<file path="src/rtl/cpu_run_monitor.sv">
// Run controller and trace monitor for the single-cycle CPU: samples each RUN cycle,
// counts cycles/branches, detects halt/stall/timeout and keeps a circular {pc, instr} trace.
module cpu_run_monitor #(
  parameter int                ADDR_W      = 64,
  parameter int                INSTR_W     = 32,
  parameter int                CNT_W       = 16,
  parameter int                MAX_CYCLES  = 100,
  parameter logic [INSTR_W-1:0] HALT_INSTR = 32'hD503201F,
  parameter int                STALL_LIMIT = 2,
  parameter int                TRACE_DEPTH = 16
) (
  input  logic                           clk,
  input  logic                           rst,
  input  logic                           run_en,
  input  logic                           clear,
  input  logic [ADDR_W-1:0]              pc,
  input  logic [INSTR_W-1:0]             instr,
  input  logic [ADDR_W-1:0]              next_pc,
  input  logic                           branch_taken,
  output logic                           running,
  output logic                           done,
  output logic [1:0]                     done_cause,
  output logic [CNT_W-1:0]               cycle_count,
  output logic [CNT_W-1:0]               branch_count,
  output logic [$clog2(TRACE_DEPTH):0]   trace_count,
  input  logic [$clog2(TRACE_DEPTH)-1:0] rd_idx,
  output logic [ADDR_W-1:0]              rd_pc,
  output logic [INSTR_W-1:0]             rd_instr
);
  // state  | meaning
  // S_IDLE | waiting for run_en, nothing sampled
  // S_RUN  | one trace/count sample per edge, termination checked
  // S_DONE | results frozen until clear
  localparam int PTR_W = $clog2(TRACE_DEPTH);
  localparam int TC_W  = PTR_W + 1;
  localparam int SC_W  = $clog2(STALL_LIMIT + 1);

  typedef enum logic [1:0] {S_IDLE, S_RUN, S_DONE} state_t;

  state_t                    state, state_nxt;
  logic [PTR_W-1:0]          wr_ptr;
  logic [SC_W-1:0]           stall_cnt, stall_nxt;
  logic [CNT_W-1:0]          cycle_nxt;
  logic [1:0]                cause_nxt;
  logic [PTR_W-1:0]          rd_phys;
  logic [ADDR_W+INSTR_W-1:0] trace_mem [TRACE_DEPTH];

  always_comb begin
    state_nxt = state;
    cause_nxt = 2'd0;
    stall_nxt = (next_pc == pc) ? stall_cnt + 1'b1 : '0;
    cycle_nxt = cycle_count + 1'b1;
    case (state)
      S_IDLE: if (run_en) state_nxt = S_RUN;
      S_RUN: begin
        // halt outranks stall, which outranks timeout
        if (instr == HALT_INSTR)                     cause_nxt = 2'd1;
        else if (stall_nxt == SC_W'(STALL_LIMIT))    cause_nxt = 2'd2;
        else if (cycle_nxt == CNT_W'(MAX_CYCLES))    cause_nxt = 2'd3;
        if (cause_nxt != 2'd0) state_nxt = S_DONE;
      end
      S_DONE: if (clear) state_nxt = S_IDLE;
      default: state_nxt = S_IDLE;
    endcase
  end

  always_ff @(posedge clk or posedge rst) begin
    if (rst) state <= S_IDLE;
    else     state <= state_nxt;
  end

  always_ff @(posedge clk or posedge rst) begin
    if (rst) begin
      wr_ptr       <= '0;
      stall_cnt    <= '0;
      cycle_count  <= '0;
      branch_count <= '0;
      trace_count  <= '0;
      done_cause   <= 2'd0;
    end else begin
      case (state)
        S_RUN: begin
          wr_ptr       <= wr_ptr + 1'b1;
          stall_cnt    <= stall_nxt;
          cycle_count  <= cycle_nxt;
          branch_count <= branch_count + CNT_W'(branch_taken);
          done_cause   <= cause_nxt;
          if (trace_count != TC_W'(TRACE_DEPTH)) trace_count <= trace_count + 1'b1;
        end
        S_DONE: if (clear) begin
          wr_ptr       <= '0;
          stall_cnt    <= '0;
          cycle_count  <= '0;
          branch_count <= '0;
          trace_count  <= '0;
          done_cause   <= 2'd0;
        end
        default: ;
      endcase
    end
  end

  // trace storage has no reset; trace_count qualifies what is valid
  always_ff @(posedge clk) begin
    if (state == S_RUN) trace_mem[wr_ptr] <= {pc, instr};
  end

  assign rd_phys             = wr_ptr - trace_count[PTR_W-1:0] + rd_idx;
  assign {rd_pc, rd_instr}   = trace_mem[rd_phys];
  assign running             = (state == S_RUN);
  assign done                = (state == S_DONE);
endmodule

</file>
<file path="config.mk">
export PLATFORM = sky130hd
export DESIGN_NAME = cpu_run_monitor
export DESIGN_NICKNAME = d
export VERILOG_FILES = /design/src/rtl/cpu_run_monitor.sv
export SDC_FILE = /design/constraint.sdc
export NUM_CORES = 1
export LEC_CHECK = 0
export BUFFER_PORTS_ARGS = -buffer_cell sky130_fd_sc_hd__buf_2
export CORE_AREA = 2 2 339 341
export CTS_CLUSTER_SIZE = 12
export DETAILED_ROUTE_END_ITERATION = 6
export DIE_AREA = 0 0 341 343
export GPL_ROUTABILITY_DRIVEN = 0
export PLACE_DENSITY_LB_ADDON = 0.15
export SLEW_MARGIN = 5
export SYNTH_ARGS = -nofsm -noshare
export SYNTH_HDL_FRONTEND = slang
export SYNTH_SLANG_ARGS = --single-unit
</file>
<file path="constraint.sdc">
create_clock -name clk -period 11.2 [get_ports clk]
set_input_delay 1.68 -clock clk [delete_from_list [all_inputs] [get_ports clk]]
set_output_delay 1.68 -clock clk [all_outputs]
set_load 0.005 [all_outputs]
</file>
Yosys cells after proc, flatten, opt, wreduce, memory -nomap -nowiden

Memories as Yosys holds them, arrays and structs flattened.
Cells that the tools add are included.

Register bits after elaboration: 47
RAM bits: 1536
Bits of input ports: 169
Output and inout bits: 137
Word-level logic and storage cells: 53
Memories kept: 1

Add/subtract/negate cells: 7
Equality and inequality tests: 11
Mux-type cells: 21
Reductions and logical operators: 6

Memory list:

| name      | words | width | read ports | clocked after Yosys merged registers in | write ports | RTL line | RTL |
|---|---|---|---|---|---|---|---|
| trace_mem | 16    | 96    | 1          | 0                                       | 1           | 46       | `logic [ADDR_W+INSTR_W-1:0] trace_mem [TRACE_DEPTH];` |

Operator list:

| kind                                           | count |
|---|---|
| == test 64 bit                                 | 1 |
| one-hot mux 16 bit (2 select lines)            | 2 |
| == test 32 bit, second input constant          | 1 |
| adder 16 x 1 -> 16 bit                         | 1 |
| adder 16 x 1 -> 16 bit, second input constant  | 1 |
| == test 16 x 7 -> 1 bit, second input constant | 1 |
| two-way mux 16 bit                             | 1 |
| two-way mux 2 bit                              | 8 |
| two-way mux 5 bit                              | 2 |
| one-hot mux 5 bit (2 select lines)             | 1 |
| one-hot mux 2 bit (2 select lines)             | 2 |
| one-hot mux 4 bit (2 select lines)             | 1 |
| one-hot mux 2 bit (3 select lines)             | 1 |
| AND reduction 3 bit                            | 2 |
| adder 5 x 1 -> 5 bit, second input constant    | 1 |
| != test 5 bit, second input constant           | 1 |
| adder 4 x 1 -> 4 bit, second input constant    | 1 |
| adder 4 bit                                    | 1 |
| == test 2 bit, second input constant           | 2 |
| two-way mux 4 bit                              | 1 |
| != test 2 x 1 -> 1 bit, second input constant  | 2 |
| != test 2 bit, second input constant           | 2 |
| nonzero test 2 bit                             | 2 |
| subtractor 4 bit                               | 1 |
| other kinds (5)                                | 6 |

Longest topological paths before layout

Gate-level depths: netlist of the first run.

Depth after elaboration: 9
Mapped depth: 13
Gate-level depth less buffers: 10

Worst setup path after synthesis of the first run

OpenSTA, ideal clock, no wires.

Kind: register -> register
From: register state[1]
To: memory trace_mem[1][0] (netlist bit) (enable)
Setup time: 0.669 ns
Arrival time: 7.667 ns
Required time: 10.531 ns
Setup slack: 2.864 ns
Stages on the path, launching flop included: 7
Path buffers: 1
Period minus slack after synthesis: 8.336 ns
Cells stage by stage: dfrtp_1 -> inv_1 -> nand2_1 -> clkinv_1 -> clkbuf_1 -> nand2_1 -> nor3_1

Cells in the longest elaborated chain, start to end: 3

Ends and longest elaborated chain:

| element                                 | RTL line | RTL |
|---|---|---|
| from (decl)                             | 40       | `state_t state, state_nxt;` |
| from (signal assigned)                  | 69       | `else state <= state_nxt;` |
| == test 2 x 1 -> 1 bit                  | 105      | `if (state == S_RUN) trace_mem[wr_ptr] <= {pc, instr};` |
| two-way mux 1 bit                       | 105      |  |
| two-way mux 1 bit (implied by the code) | 105      |  |
| to (decl)                               | 46       |  |

No other way between the ends.

Worst setup path in the final report of the first run

From: input port rd_idx[1]
To: output port rd_pc[14]

Cells in the longest elaborated chain, start to end: 2

Ends and longest elaborated chain:

| element                   | RTL line | RTL |
|---|---|---|
| from (decl)               | 26       | `input logic [$clog2(TRACE_DEPTH)-1:0] rd_idx,` |
| adder 4 bit               | 108      | `assign rd_phys = wr_ptr - trace_count[PTR_W-1:0] + rd_idx;` |
| memory read (16 x 96 bit) | n/a      |  |
| to (decl)                 | 27       | `output logic [ADDR_W-1:0] rd_pc,` |

No other way between the ends.

==> results of run 1 <==
-- cells by family (layout without fill, tap and decap cells) --
logic type / count (synthesis) / count (layout)
xor gates and xnor gates: 83 / 83
other: 0 / 9
AOI/OAI and AO/OA: 167 / 167
and+or+nand+nor: 644 / 644
DFF: 1583 / 1583
muxes: 389 / 389
buffers and inverters: 184 / 632
adders and majority gates: 16 / 16
-- path summary, 6_finish.rpt --
check / start / endpoint / slack, ns
worst max-delay path: rd_idx[1] / rd_pc[14] / 3.67
worst min-delay path: done_cause[1] / done_cause[1] / 0.51
worst max register to register: state[1] / trace_mem[8][75] / 6.64
worst min register to register: done_cause[1] / done_cause[1] / 0.51
max in group asynchronous: rst / wr_ptr[0] / 9.40
min in group asynchronous: rst / cycle_count[0] / 1.18
-- placed cells by master, fill, tap and decap left out, types with 3 or more instances in the layout --
| cell type | count |
|---|---|
| mux4_2 | 384 |
| nor4b_1 | 4 |
| buf_4 | 37 |
| nor3_2 | 5 |
| nor2_1 | 22 |
| or3_1 | 3 |
| diode_2 | 9 |
| a31oi_1 | 101 |
| o211ai_1 | 3 |
| nor2b_1 | 3 |
| buf_2 | 305 |
| clkbuf_1 | 54 |
| nor3_1 | 3 |
| xnor2_2 | 4 |
| o21ai_0 | 35 |
| mux2i_1 | 5 |
| edfxtp_1 | 1536 |
| clkinv_2 | 8 |
| nand3_1 | 8 |
| ha_1 | 12 |
| clkbuf_16 | 168 |
| nand2_1 | 427 |
| buf_12 | 12 |
| xnor2_1 | 7 |
| inv_1 | 19 |
| nor2_4 | 12 |
| a21oi_1 | 9 |
| and3_1 | 100 |
| o31ai_1 | 6 |
| xor2_1 | 70 |
| dfrtp_1 | 47 |
| nor4_1 | 18 |
| a22o_1 | 3 |
| clkinv_1 | 22 |
| nand4_1 | 22 |
-- state kept, by name, summed over array words and instances, names as in the netlist --
register      count
stall_cnt         2
done_cause        2
wr_ptr            4
state             2
trace_count       5
cycle_count      16
branch_count     16
trace_mem      1536
-- per-stage QoR --
step	utilization (%)	hold WS (ns)	area, um^2	cells	setup slack (ns)
2_1_floorplan	-	0.4732	61770	3066	2.864
3_3_place_gp	57.43	0.4675	65130	4769	3.735
3_5_place_dp	57.43	0.4989	65130	4769	3.725
4_1_cts	61.52	0.5140	69770	5026	3.713
5_1_grt	61.53	0.5441	69780	5031	3.540
6_report	61.54	0.5113	69790	5035	3.666
-- routing by layer --
metal | routed length, um | vias to the layer above
li1 | - | 13140
met1 | 61020 | 16980
met2 | 75400 | 1351
met3 | 11830 | 224
met4 | 3528 | 20
met5 | 118 | -
-- worst max-delay path, stage by stage --
cell and delay [ns]:
buf_2 0.10, inv_1 0.07, fa_1 0.47, fa_4 1.43, buf_12 0.58, mux4_2 0.35, nand2_1 0.06, and3_1 0.23
a31oi_1 0.43, buf_2 0.21
-- area by class of cell --
type	instances	area (um^2)
inverters	21	78.83
diodes	9	22.52
fillers	7946	43620
flip-flops and latches	1583	47300
repair buffers	354	2044
well taps	1512	1892
clock inverters	35	231.5
multi-input cells	1299	13810
clock buffers	222	4407
==> impl_metrics.json, run 1 <==
{
  "status": "completed",
  "initial_core_util_pct": 54.47,
  "routed_wl_mm": 151.9,
  "drt-initial-drc-count": 3528,
  "h-tree-depth": 4,
  "critPathCaptureType": "output port",
  "drc_errors": 0,
  "cts_root_buf": "clkbuf_16",
  "antenna_found_initial": 29,
  "track_usage_pct": 26.21,
  "die_area_um2": 117000,
  "met1_usage_pct": 36.72,
  "numPortBuffers": 305,
  "drive_above_1_share_pct": 27.18,
  "grtUsageMet3_pct": 5.120,
  "synth_mux_area_share_pct": 14.08,
  "synth-simple-area-share_pct": 4.746,
  "crit_required_ns": 9.52,
  "yosys-top-cells-area": "edfxtp_1, mux4_2, nand2_1, dfrtp_1, a31oi_1",
  "grt_pass1_wl_mm": 220.3,
  "top_usage_layer": "met2",
  "synth_area_um2": 61770,
  "r2r_cells": 7,
  "die_h_um": 343,
  "ctsHoldBuffers": 0,
  "insertion_delay_ns": 0.77,
  "synth_cells": 3066,
  "setup_viol": 0,
  "fin_nets": 3605,
  "synthFlopType": "edfxtp_1",
  "grt_pass1_vias": 32380,
  "synth-seq-cells": 1583,
  "row_count": 124,
  "cts_sinks": 1583,
  "yosysSeqAreaShare_pct": 76.57,
  "cts_tree": "yes",
  "yosysTopAreaCell": "edfxtp_1",
  "period_share_pct": 67.27,
  "viasPerCell": 6.298,
  "met2_usage_pct": 42.60,
  "slew_headroom_pct": 12.70,
  "cts_made_buffers": 161,
  "core_um2": 113400,
  "syn_to_final_growth_pct": 12.98,
  "timing.final.crit_period_ns": 7.534,
  "synth_xor_area_share_pct": 1.201,
  "firstDrtPassIters": 7,
  "hold_violations": 0,
  "synth_compound_area_share_pct": 1.679,
  "async_reset_ff_share_pct": 2.969,
  "ant_nets": 0,
  "maxCapViolations": 0,
  "ios": 306,
  "cts_setup_buffers": 0,
  "slew_violations": 0,
  "place_hpwl_mm": 79.41,
  "yosys-top-cells-count": "edfxtp_1, nand2_1, mux4_2",
  "crit_fanout": 130,
  "synth_cell_types": 53,
  "cts_resized": 0,
  "critPathKind": "input port to output port",
  "cp.arrival_ns": 5.85,
  "synth-edff-count": 1536,
  "synth_warnings": 0,
  "critPathLaunchType": "input port",
  "grt_max_degree": 131,
  "holdPathStages": 2,
  "syn_avg_cell_area_um2": 20.15,
  "num_vias": 31710,
  "hold_class": "flip-flop to flip-flop",
  "die_w_um": 341,
  "synth.top_cell.area_share_pct": 74.67,
  "synthAdderAreaFrac_pct": 0.3605,
  "rsz0062_at_grt": "no",
  "max_freq_mhz": 132.7,
  "wl_per_cell_um": 30.17,
  "synth_top_family_by_area": "multiplexers",
  "tns_ns": 0,
  "clockBufferDepth": 3,
  "yosysMostFrequentCell": "edfxtp_1",
  "syn_nets": 3251,
  "fin_worst_skew_ns": 0.02136,
  "path_clk_slew_ns": 0.05,
  "gr-total-overflow": 0,
  "worst_pin_slew_ns": 1.306
}
Power of run 1 is left out: the tool's default activity adds up to more than one toggle a clock period on the data nets, which glitch-free logic cannot reach.
==> run 2: changes to the inputs <==
==> constraint.sdc (replaced) <==
create_clock -name clk -period 6.9 [get_ports clk]
set_input_delay 1.035 -clock clk [delete_from_list [all_inputs] [get_ports clk]]
set_output_delay 1.035 -clock clk [all_outputs]
set_load 0.005 [all_outputs]
==> run 2 against run 1 <==
  * Clock skew is 0.0011 ns lower
  * First-iteration DRC count is 1.4% higher
  * Wire length is 1.5% higher
  * Non-clock buffer count is 28 higher
  * Register-to-register slack worse by 3.2 ns
  * Hold slack worse by 0.011 ns
  * Largest cell class unchanged
==> impl_metrics.json, run 2 (synthesis gave the netlist of run 1 again) <==
{
  "grt_max_degree": 87,
  "crit_fanout": 63,
  "crit_required_ns": 5.86,
  "viasPerCell": 6.297,
  "worstHoldStart": "done_cause[1]",
  "max_freq_mhz": 163.7,
  "initial_core_util_pct": 54.47,
  "hold_violations": 0,
  "slowest_delay_ns": 0.76,
  "num_vias": 31950,
  "maxCapViolations": 0,
  "drc_errors": 0,
  "h-tree-depth": 4,
  "drive_above_1_share_pct": 27.96,
  "reg_top3": "trace_mem x1536, branch_count x16, cycle_count x16",
  "core_um2": 113400,
  "firstDrtPassIters": 5,
  "wl_met2_mm": 75.55,
  "die_w_um": 341,
  "cp_common_cell": "inv_1",
  "die_h_um": 343,
  "timing.final.crit_period_ns": 6.111,
  "path_clk_slew_ns": 0.06,
  "cp.arrival_ns": 5.08,
  "row_count": 124,
  "crit_family": "buffers and inverters",
  "ios": 306,
  "multi_input_area_um2": 13840,
  "worst_pin_slew_ns": 1.241,
  "wl_met3_mm": 13.53,
  "final_common_cell": "edfxtp_1",
  "cp.depth": 10,
  "wl_per_cell_um": 30.40,
  "critPathCaptureType": "output port",
  "status": "completed",
  "largest_reg_flops": 1536,
  "fin_util_pct": 62.00,
  "fillCellCount": 7895,
  "gr-total-overflow": 0,
  "cts_setup_buffers": 0,
  "cts_root_buf": "clkbuf_16",
  "r2r_cells": 3,
  "cts_resized": 0,
  "crit_buf_inv": 4,
  "slowest_stage": "xor2_4",
  "holdPathStages": 2,
  "rsz0062_at_grt": "no",
  "cts_tree": "yes",
  "largest-register": "trace_mem",
  "hold_class": "flip-flop to flip-flop",
  "rr_startpoint": "wr_ptr[3]",
  "fin_worst_skew_ns": 0.02030,
  "path_cells": "inv_1, fa_1, inv_1, ha_1, a21oi_1, xor2_4, buf_12, and3_1, a31oi_1, buf_2",
  "place_hpwl_mm": 84.02,
  "grt_pass1_vias": 32620,
  "numPortBuffers": 305,
  "drt-initial-drc-count": 3577,
  "top_layer_used": "met5",
  "slew_headroom_pct": 17.07,
  "antenna_found_initial": 20,
  "cts_sinks": 1583,
  "die_area_um2": 117000,
  "period_share_pct": 88.56,
  "cp-startpoint": "wr_ptr[2]",
  "cts_made_buffers": 163,
  "critPathKind": "flip-flop to output port",
  "setup_viol": 0,
  "whs_ns": 0.5002,
  "routed_wl_mm": 154.2,
  "met1_length_mm": 61.80,
  "tns_ns": 0,
  "syn_to_final_growth_pct": 13.84,
  "slew_violations": 0,
  "mostFrequentLayoutCells": "edfxtp_1, nand2_1, mux4_2",
  "fin_nets": 3635,
  "grt_pass1_wl_mm": 223.4,
  "ant_nets": 0,
  "ctsHoldBuffers": 0,
  "critPathLaunchType": "flip-flop",
  "insertion_delay_ns": 0.76,
  "clockBufferDepth": 3,
  "track_usage_pct": 26.62,
  "seq_area_um2": 47300
}
-- run 2: worst min-delay path, stage by stage (launching register included) --
cell	delay, ns
dfrtp_1	0.35
nand2_1	0.05
o21ai_0	0.06
-- run 2: metal layers --
metal,GRT usage (%),vias up
met3,5.906,255
li1,-,13220
met2,42.90,1451
met5,0,-
met1,37.64,17000
met4,6.461,20
-- run 2: area by class of cell --
| class | instances | share of cell area [%] |
|---|---|---|
| tap | 1512 | 2.690 |
| timing repair buffer | 382 | 3.384 |
| antenna | 6 | 0.02135 |
| multi-input combinational | 1299 | 19.68 |
| clock inverter | 55 | 0.5854 |
| clock buffer | 215 | 6.260 |
| sequential | 1583 | 67.27 |
| inverter | 21 | 0.1121 |
-- run 2: final timing paths --
| kind | endpoint | slack (ns) |
|---|---|---|
| max | rd_pc[3] | 0.79 |
| min | done_cause[1] | 0.50 |
| max reg2reg | trace_mem[10][67] | 3.48 |
| min reg2reg | done_cause[1] | 0.50 |
| max in group asynchronous | cycle_count[14] | 5.77 |
| min in group asynchronous | branch_count[11] | 0.51 |
-- run 2: per-stage QoR --
step / area, um^2 / std cells / setup slack [ns]
after detailed placement: 65490 / 4797 / 1.200
final: 70320 / 5073 / 0.7894
after floorplan: 61790 / 3066 / 1.141
after global placement: 65490 / 4797 / 1.227
after global routing: 70310 / 5069 / 0.5961
after CTS: 70300 / 5067 / 0.7862
Power of run 2 is left out for the same reason.
